<file path="config.mk">
export PLATFORM = sky130hd
export DESIGN_NAME = wbslave_regs
export DESIGN_NICKNAME = d
export VERILOG_FILES = /design/src/rtl/wbslave_pkg.sv /design/src/rtl/wbslave_regfile.sv /design/src/rtl/wbslave_regs.sv
export SDC_FILE = /design/constraint.sdc
export NUM_CORES = 1
export LEC_CHECK = 0
export CAP_MARGIN = 0
export CORE_MARGIN = 1.5
export CORE_UTILIZATION = 60
export DETAILED_ROUTE_END_ITERATION = 7
export HOLD_SLACK_MARGIN = 0.05
export MAX_ROUTING_LAYER = met4
export PLACE_DENSITY = 0.79
export SLEW_MARGIN = 20
export SYNTH_ARGS = -nofsm -noshare
export SYNTH_HDL_FRONTEND = slang
export SYNTH_SLANG_ARGS = --single-unit
</file>
<file path="constraint.sdc">
create_clock -name CLK_I -period 2.17 [get_ports CLK_I]
set_input_delay 0.5425 -clock CLK_I [delete_from_list [all_inputs] [get_ports CLK_I]]
set_output_delay 0.5425 -clock CLK_I [all_outputs]
set_load 0.02 [all_outputs]
</file>
<file path="src/rtl/wbslave_pkg.sv">
// rtl/wbslave_pkg.sv - shared FSM encoding, address map and IRQ bit positions for wbslave_regs
package wbslave_pkg;

  typedef enum logic [1:0] {
    ST_IDLE = 2'd0,
    ST_WAIT = 2'd1,
    ST_RESP = 2'd2
  } state_t;

  localparam int ADDR_MAILBOX = 0;
  localparam int IRQ_BUSERR   = 0;
  localparam int IRQ_MAILBOX  = 1;

  function automatic int ADDR_IRQ_STATUS(input int nregs);
    return nregs - 2;
  endfunction

  function automatic int ADDR_IRQ_EN(input int nregs);
    return nregs - 1;
  endfunction

endpackage

</file>
<file path="src/rtl/wbslave_regfile.sv">
// rtl/wbslave_regfile.sv - scratch RAM, IRQ_STATUS (W1C, set wins) / IRQ_EN, read mux and INTR register
module wbslave_regfile
  import wbslave_pkg::*;
#(
  parameter int AW    = 8,
  parameter int DW    = 8,
  parameter int NREGS = 16
) (
  input  logic          i_clk,
  input  logic          i_rst_n,
  input  logic          i_wr_en,
  input  logic          i_set_buserr,
  input  logic [AW-1:0] i_adr,
  input  logic [DW-1:0] i_wdat,
  output logic [DW-1:0] o_rdata,
  output logic          o_intr
);

  localparam int NSCR = NREGS - 2;
  localparam int IW   = (NSCR > 1) ? $clog2(NSCR) : 1;
  localparam logic [AW-1:0] A_MBX = AW'(ADDR_MAILBOX);
  localparam logic [AW-1:0] A_STS = AW'(ADDR_IRQ_STATUS(NREGS));
  localparam logic [AW-1:0] A_EN  = AW'(ADDR_IRQ_EN(NREGS));

  logic [DW-1:0] r_mem [NSCR];
  logic [1:0]    r_irq_sts;
  logic [1:0]    r_irq_en;
  logic          r_intr;

  logic          w_scr_hit;
  logic [IW-1:0] w_idx;
  logic [1:0]    w_clr;
  logic [1:0]    w_set;

  assign w_scr_hit = (i_adr < A_STS);
  assign w_idx     = i_adr[IW-1:0];
  assign w_clr     = (i_wr_en && (i_adr == A_STS)) ? i_wdat[1:0] : 2'b00;

  always_comb begin
    w_set              = 2'b00;
    w_set[IRQ_BUSERR]  = i_set_buserr;
    w_set[IRQ_MAILBOX] = i_wr_en && (i_adr == A_MBX);
  end

  // OR-ing the set vector after the clear makes a coincident set win over W1C
  always_ff @(posedge i_clk or negedge i_rst_n) begin
    if (!i_rst_n) begin
      for (int i = 0; i < NSCR; i++) r_mem[i] <= '0;
      r_irq_sts <= 2'b00;
      r_irq_en  <= 2'b00;
      r_intr    <= 1'b0;
    end else begin
      if (i_wr_en && w_scr_hit) r_mem[w_idx] <= i_wdat;
      if (i_wr_en && (i_adr == A_EN)) r_irq_en <= i_wdat[1:0];
      r_irq_sts <= (r_irq_sts & ~w_clr) | w_set;
      r_intr    <= |(r_irq_sts & r_irq_en);
    end
  end

  always_comb begin
    o_rdata = '0;
    if (w_scr_hit)           o_rdata = r_mem[w_idx];
    else if (i_adr == A_STS) o_rdata = DW'(r_irq_sts);
    else if (i_adr == A_EN)  o_rdata = DW'(r_irq_en);
  end

  assign o_intr = r_intr;

endmodule

</file>
<file path="src/rtl/wbslave_regs.sv">
// rtl/wbslave_regs.sv - Wishbone slave: request FSM, wait-state counter and address/SEL error decode
module wbslave_regs
  import wbslave_pkg::*;
#(
  parameter int AW          = 8,
  parameter int DW          = 8,
  parameter int SW          = 1,
  parameter int NREGS       = 16,
  parameter int WAIT_STATES = 1
) (
  input  logic          CLK_I,
  input  logic          RST_I,
  input  logic [AW-1:0] ADR_I,
  input  logic [DW-1:0] DAT_I,
  output logic [DW-1:0] DAT_O,
  input  logic          WE_I,
  input  logic [SW-1:0] SEL_I,
  input  logic          STB_I,
  input  logic          CYC_I,
  output logic          ACK_O,
  output logic          ERR_O,
  output logic          INTR_O
);

  localparam int CW = 4;

  state_t        r_state;
  logic [CW-1:0] r_cnt;
  logic [AW-1:0] r_adr;
  logic [DW-1:0] r_dat;
  logic [DW-1:0] r_dat_o;
  logic          r_we;
  logic          r_err;
  logic          r_ack;
  logic          r_erro;

  logic          w_req;
  logic          w_dec_err;
  logic          w_commit;
  logic          w_set_buserr;
  logic [DW-1:0] w_rdata;

  assign w_req        = CYC_I & STB_I;
  assign w_dec_err    = ({1'b0, ADR_I} >= (AW+1)'(NREGS)) || (SEL_I == '0);
  assign w_commit     = (r_state == ST_RESP) && r_we && !r_err;
  assign w_set_buserr = (r_state == ST_RESP) && r_err;

  // ACK/ERR/DAT_O are registered on the edge that leaves RESP, so the
  // response is visible during the first IDLE cycle after RESP.
  always_ff @(posedge CLK_I or negedge RST_I) begin
    if (!RST_I) begin
      r_state <= ST_IDLE;
      r_cnt   <= '0;
      r_adr   <= '0;
      r_dat   <= '0;
      r_we    <= 1'b0;
      r_err   <= 1'b0;
      r_ack   <= 1'b0;
      r_erro  <= 1'b0;
      r_dat_o <= '0;
    end else begin
      r_ack  <= 1'b0;
      r_erro <= 1'b0;
      case (r_state)
        ST_IDLE: begin
          if (w_req) begin
            r_adr <= ADR_I;
            r_dat <= DAT_I;
            r_we  <= WE_I;
            r_err <= w_dec_err;
            if (WAIT_STATES > 0) begin
              r_state <= ST_WAIT;
              r_cnt   <= CW'(WAIT_STATES - 1);
            end else begin
              r_state <= ST_RESP;
            end
          end
        end
        ST_WAIT: begin
          if (!w_req)             r_state <= ST_IDLE;
          else if (r_cnt == '0)   r_state <= ST_RESP;
          else                    r_cnt   <= r_cnt - 1'b1;
        end
        ST_RESP: begin
          r_ack   <= !r_err;
          r_erro  <= r_err;
          if (!r_err && !r_we) r_dat_o <= w_rdata;
          r_state <= ST_IDLE;
        end
        default: r_state <= ST_IDLE;
      endcase
    end
  end

  wbslave_regfile #(
    .AW    (AW),
    .DW    (DW),
    .NREGS (NREGS)
  ) u_regfile (
    .i_clk        (CLK_I),
    .i_rst_n      (RST_I),
    .i_wr_en      (w_commit),
    .i_set_buserr (w_set_buserr),
    .i_adr        (r_adr),
    .i_wdat       (r_dat),
    .o_rdata      (w_rdata),
    .o_intr       (INTR_O)
  );

  assign DAT_O = r_dat_o;
  assign ACK_O = r_ack;
  assign ERR_O = r_erro;

endmodule

</file>
# After elaboration in Yosys (flattened, before gate mapping)
# Index checks and enable logic that the tools add are counted.
# totals
elab_cells	87
register_bits	151
# op_classes
n_addsub	1
eq_ne	8
reduce_logical	21
n_lt_le_gt_ge	4
bitwise_logic	7
mux	20
# op_table
cell	n
$bwmux 112	1
$mux 8	5
$bmux 8 s4	1
$demux 8 s4	1
$eq 8x4->1 const B	2
$mux 4	3
$mux 2	5
$logic_and 1x1->1	9
$ge 8x5->1 const B	1
$logic_not 8->1	1
$lt 8x4->1 const B	1
$pmux 4 s2	1
$ne 2x2->1 const B	3
$reduce_and 2->1	3
$ge 5x5->1 const B	1
$lt 5x1->1 const B	1
$not 4->5	1
$and 2x2->2	2
$logic_not 4->1	1
$pmux 2 s2	1
$reduce_and 4->1	1
$sub 4x1->4 const B	1
$ne 3x3->1 const B	1
$eq 2x1->1 const B	1
other kinds (11)	13

# Logic depth before layout (Yosys ltp)
# depth
depth_word	8
depth_mapped	7
mapped_depth_nobuf	6

# Modules after synthesis
# Synthesis repeated with hierarchy kept, for this count alone.
# hier_totals
hier_cells	469
area_unflattened_um2	6945.4
# by_module_without_submodules
module	cells_each	instances	seq_area_each_um2	area_each_um2
wbslave_regfile	375	1	2927.8	5491.5
wbslave_regs	94	1	850.8	1453.9

# Worst setup path before layout
# No wires, ideal clock.
# synth_path
path_kind	register to register
from	reg r_adr[7]
to	reg u_regfile.r_mem[104] in the netlist's numbering
slack_ns	0.327
setup_time_ns	0.125
path_stages_with_launch	5
required_ns	2.045
arrival_ns	1.718
n_path_buf	0
path_cell_list	dfrtp_1 nor4_4 nand4_4 nor3_4 mux2_2
# synth_via
elab_chain_len	2
# synth_lines
item	line	text
start: declaration	wbslave_regs.sv:29	logic [AW-1:0] r_adr;
start signal: assignment	wbslave_regs.sv:54	r_adr <= '0;
start signal: assignment	wbslave_regs.sv:67	r_adr <= ADR_I;
$lt 8x4->1	wbslave_regfile.sv:35	assign w_scr_hit = (i_adr < A_STS);
$logic_and 1x1->1	wbslave_regfile.sv:53	if (i_wr_en && w_scr_hit) r_mem[w_idx] <= i_wdat;
end signal: indexed assignment	wbslave_regfile.sv:53	
end: declaration	wbslave_regfile.sv:25	logic [DW-1:0] r_mem [NSCR];
# No other way between the ends.
# A chain may end at the register's enable or synchronous reset.

# Worst setup path after layout
# layout_path
from	reg r_adr[7]
to	reg u_regfile.r_mem[25] in the netlist's numbering
# Same word-level chain as after synthesis.

==> flow_metrics.py <==
metrics = {
    "setup_path": {
        "timing.critical_path.buf_inv": 0,
        "critPathMaxFanout": 8,
        "slowest_stage": "nor4_4",
        "worstSetupStartpointType": "flip-flop",
        "cp.required_ns": 2.48,
        "worst_setup_path_end_kind": "flip-flop",
        "slowest_delay_ns": 0.51,
        "crit_type": "flip-flop to flip-flop",
        "crit_family": "simple AND/OR/NAND/NOR gates",
        "crit_arrival_ns": 2.37,
        "crit_chain": "nor4_4, and4b_1, nand2_2, mux2_2",
    },
    "sta": {
        "rsz0062_at_grt": "false",
        "post-route-min-period_ns": 2.05,
        "setup_ws_ns": 0.116,
        "tns_ns": 0,
        "maxSlewViolCount": 0,
        "setup_viol": 0,
        "clock_skew_ns": 0.00985,
        "worstMarginPinSlew_ns": 0.633,
        "hold_violations": 0,
        "timing.final.crit_share_pct": 94.6,
        "max_freq_mhz": 487,
        "whs_ns": 0.492,
        "slew_headroom_pct": 57.8,
    },
    "die": {
        "ios": 33,
        "die_x_um": 110,
        "start_util_pct": 62.3,
        "die_y_um": 110,
        "core_area_um2": 11000,
        "core.rowCount": 38,
        "fp.dieArea_um2": 12100,
    },
    "placement": {
        "gp_congestion": 0.808,
        "dp_slack_ns": 0.119,
        "placed_cell_area_um2": 7430,
        "io_buffer_count": 32,
        "dp_hpwl_um": 9640,
    },
    "detailed_routing": {
        "drtIter0Drc": 238,
        "drc": 0,
        "dr.pass1.iters": 5,
        "wl_per_cell_um": 21.0,
        "viasPerCell": 6.03,
        "wl_met2_um": 7350,
        "ant_nets": 0,
        "wl_met3_um": 550,
        "vias": 4197,
        "dr.max_layer_used": "met4",
        "totalWireLength_um": 14600,
        "wl_met1_um": 6480,
    },
    "layout": {
        "area_growth_pct": 17.8,
        "seqCellArea_um2": 3780,
        "utilization_pct": 73.4,
        "fin_nets": 568,
        "fillers": 727,
        "final_area_um2": 8060,
        "drive_gt1_share_pct": 36.3,
        "antenna_cells": 0,
        "multiInputGateArea_um2": 2910,
    },
    "grt": {
        "grt_usage_pct": 28.5,
        "grt_max_degree": 59,
        "antenna_found_initial": 0,
        "grt_pass1_vias": 4476,
        "grt_pass1_wl_um": 24000,
        "overflow": 0,
    },
    "clock_network": {
        "cts_buffers": 17,
        "clock_latency_ns": 0.43,
        "cts-htree-levels": 4,
        "cts_buffer_depth": 2,
        "cts_setup_buffers": 0,
        "root_buffer": "clkbuf_16",
        "cts.sinks": 151,
        "cts_tree": "yes",
        "clk_pin_slew_worst_paths_ns": 0.06,
    },
    "job": {
        "max_cap_violations": 0,
    },
    "synthesis": {
        "syn_inst": 499,
        "synth-main-ff-cell": "dfrtp_1",
        "syn_nets": 523,
        "synth_edf_count": 0,
        "synth-seq-cells": 151,
        "synth_warnings": 0,
        "async_reset_ff_share_pct": 100,
        "avgSynthCellArea_um2": 13.7,
        "synth_area_um2": 6840,
        "synth.distinct_cells": 46,
        "yosysSeqAreaShare_pct": 55.2,
    },
    "run_status": {
        "status": "finished, final reports clean",
    },
    "pwr": {
        "p_leak_nw": 3.84,
        "ir_drop_mv": 0.833,
        "power_density_nw_per_um2": 899,
    },
    "min_path": {
        "holdCritPathClass": "flip-flop to flip-flop",
    },
}
routing by layer:
metal / vias to the layer above / GRT usage (%)
li1: 1919 / -
met1: 2179 / 36.6
met2: 80 / 44.8
met3: 19 / 6.99
met4: 0 / 9.18
met5: - / -
cells in the mapped netlist (4+ instances only):
| cell | count | area share, % |
|---|---|---|
| nand2_1 | 12 | 0.66 |
| nor2_2 | 6 | 0.55 |
| buf_2 | 9 | 0.66 |
| dfrtp_1 | 151 | 55 |
| o21ai_1 | 6 | 0.44 |
| clkbuf_1 | 11 | 0.60 |
| inv_1 | 5 | 0.27 |
| o21ai_0 | 4 | 0.29 |
| o22ai_1 | 24 | 2.2 |
| nand3b_1 | 5 | 0.55 |
| nor4_1 | 9 | 0.82 |
| buf_1 | 4 | 0.22 |
| nor2_1 | 16 | 0.88 |
| mux2_2 | 127 | 21 |
| mux2i_1 | 58 | 8.5 |
| nand2_2 | 4 | 0.37 |
cell usage in the layout, fill, tap and decap left out, drive strengths merged, types with 3 or more instances in the layout:
cell / instances
nand3: 4
nand3b: 5
nand2b: 3
nand2: 16
clkbuf: 23
or3b: 4
a21oi: 3
inv: 5
nor4: 10
o21ai: 10
bufinv: 4
o22ai: 24
mux2: 130
nor3: 3
clkdlybuf4s50: 31
nor2: 22
buf: 22
dfrtp: 151
nor3b: 3
mux2i: 58
final timing paths:
kind	from	end	slack, ns	depth (start not counted)
max	r_adr[7]$_DFFE_PN0P_	u_regfile.r_mem[25]$_DFFE_PN0P_	0.12	4
min	u_regfile.r_mem[44]$_DFFE_PN0P_	u_regfile.r_mem[44]$_DFFE_PN0P_	0.49	1
max reg2reg	r_adr[7]$_DFFE_PN0P_	u_regfile.r_mem[25]$_DFFE_PN0P_	0.12	4
min reg2reg	u_regfile.r_mem[44]$_DFFE_PN0P_	u_regfile.r_mem[44]$_DFFE_PN0P_	0.49	1
max in group asynchronous	RST_I	DAT_O[3]$_DFFE_PN0P_	1.01	3
min in group asynchronous	RST_I	u_regfile.r_mem[37]$_DFFE_PN0P_	0.53	2
final cells by class:
type                    instances  area share, %
clock buffers                  23           5.93
clock inverters                 8           1.80
inverters                       5          0.233
multi-input cells             315           36.1
flip-flops and latches        151           46.9
well taps                     140           2.17
repair buffers                 54           6.84
worst register-to-register path: cells and delay by family, from the launching register on:
family           cells  cell delay, ns
multiplexers         1            0.33
AND/OR/NAND/NOR      3            1.21
flip-flops           1            0.40
power by group:
part | leakage (nW) | internal, mW | switching, mW
registers | 2.06 | 2.94 | 0.340
clock network | 0.299 | 2.00 | 1.10
logic | 1.48 | 0.414 | 0.447
registers in the layout, indices dropped and copies added, names as in the netlist:
register,cells
u_regfile.r_mem,112
DAT_O,8
r_adr,8
r_dat,8
r_cnt,4
r_state,2
u_regfile.r_irq_en,2
u_regfile.r_irq_sts,2
ACK_O,1
ERR_O,1
r_err,1
r_we,1
u_regfile.o_intr,1
cell families (layout without fill, tap and decap cells):
kind of cell	after synthesis	after routing	synth area share (%)
muxes	188	188	29.9
DFF	151	151	55.2
and+or+nand+nor	80	80	8.17
AOI/OAI and AO/OA	44	44	3.95
buffers and inverters	33	90	2.30
adders and majority gates	2	2	0.366
xor gates and xnor gates	1	1	0.128
per-stage QoR:
| step | power (mW) | std cells |
|---|---|---|
| floorplan | 3.79 | 499 |
| global placement | 4.14 | 664 |
| detailed placement | 4.18 | 664 |
| CTS | 7.28 | 696 |
| global route | 7.52 | 696 |
| finish | 7.25 | 696 |
repair_timing:
item                      CTS  global route
hold endpoints to repair   17             0
gates resized for setup     0             0
hold buffers                1             0
Power figures use the tool's default switching activity.
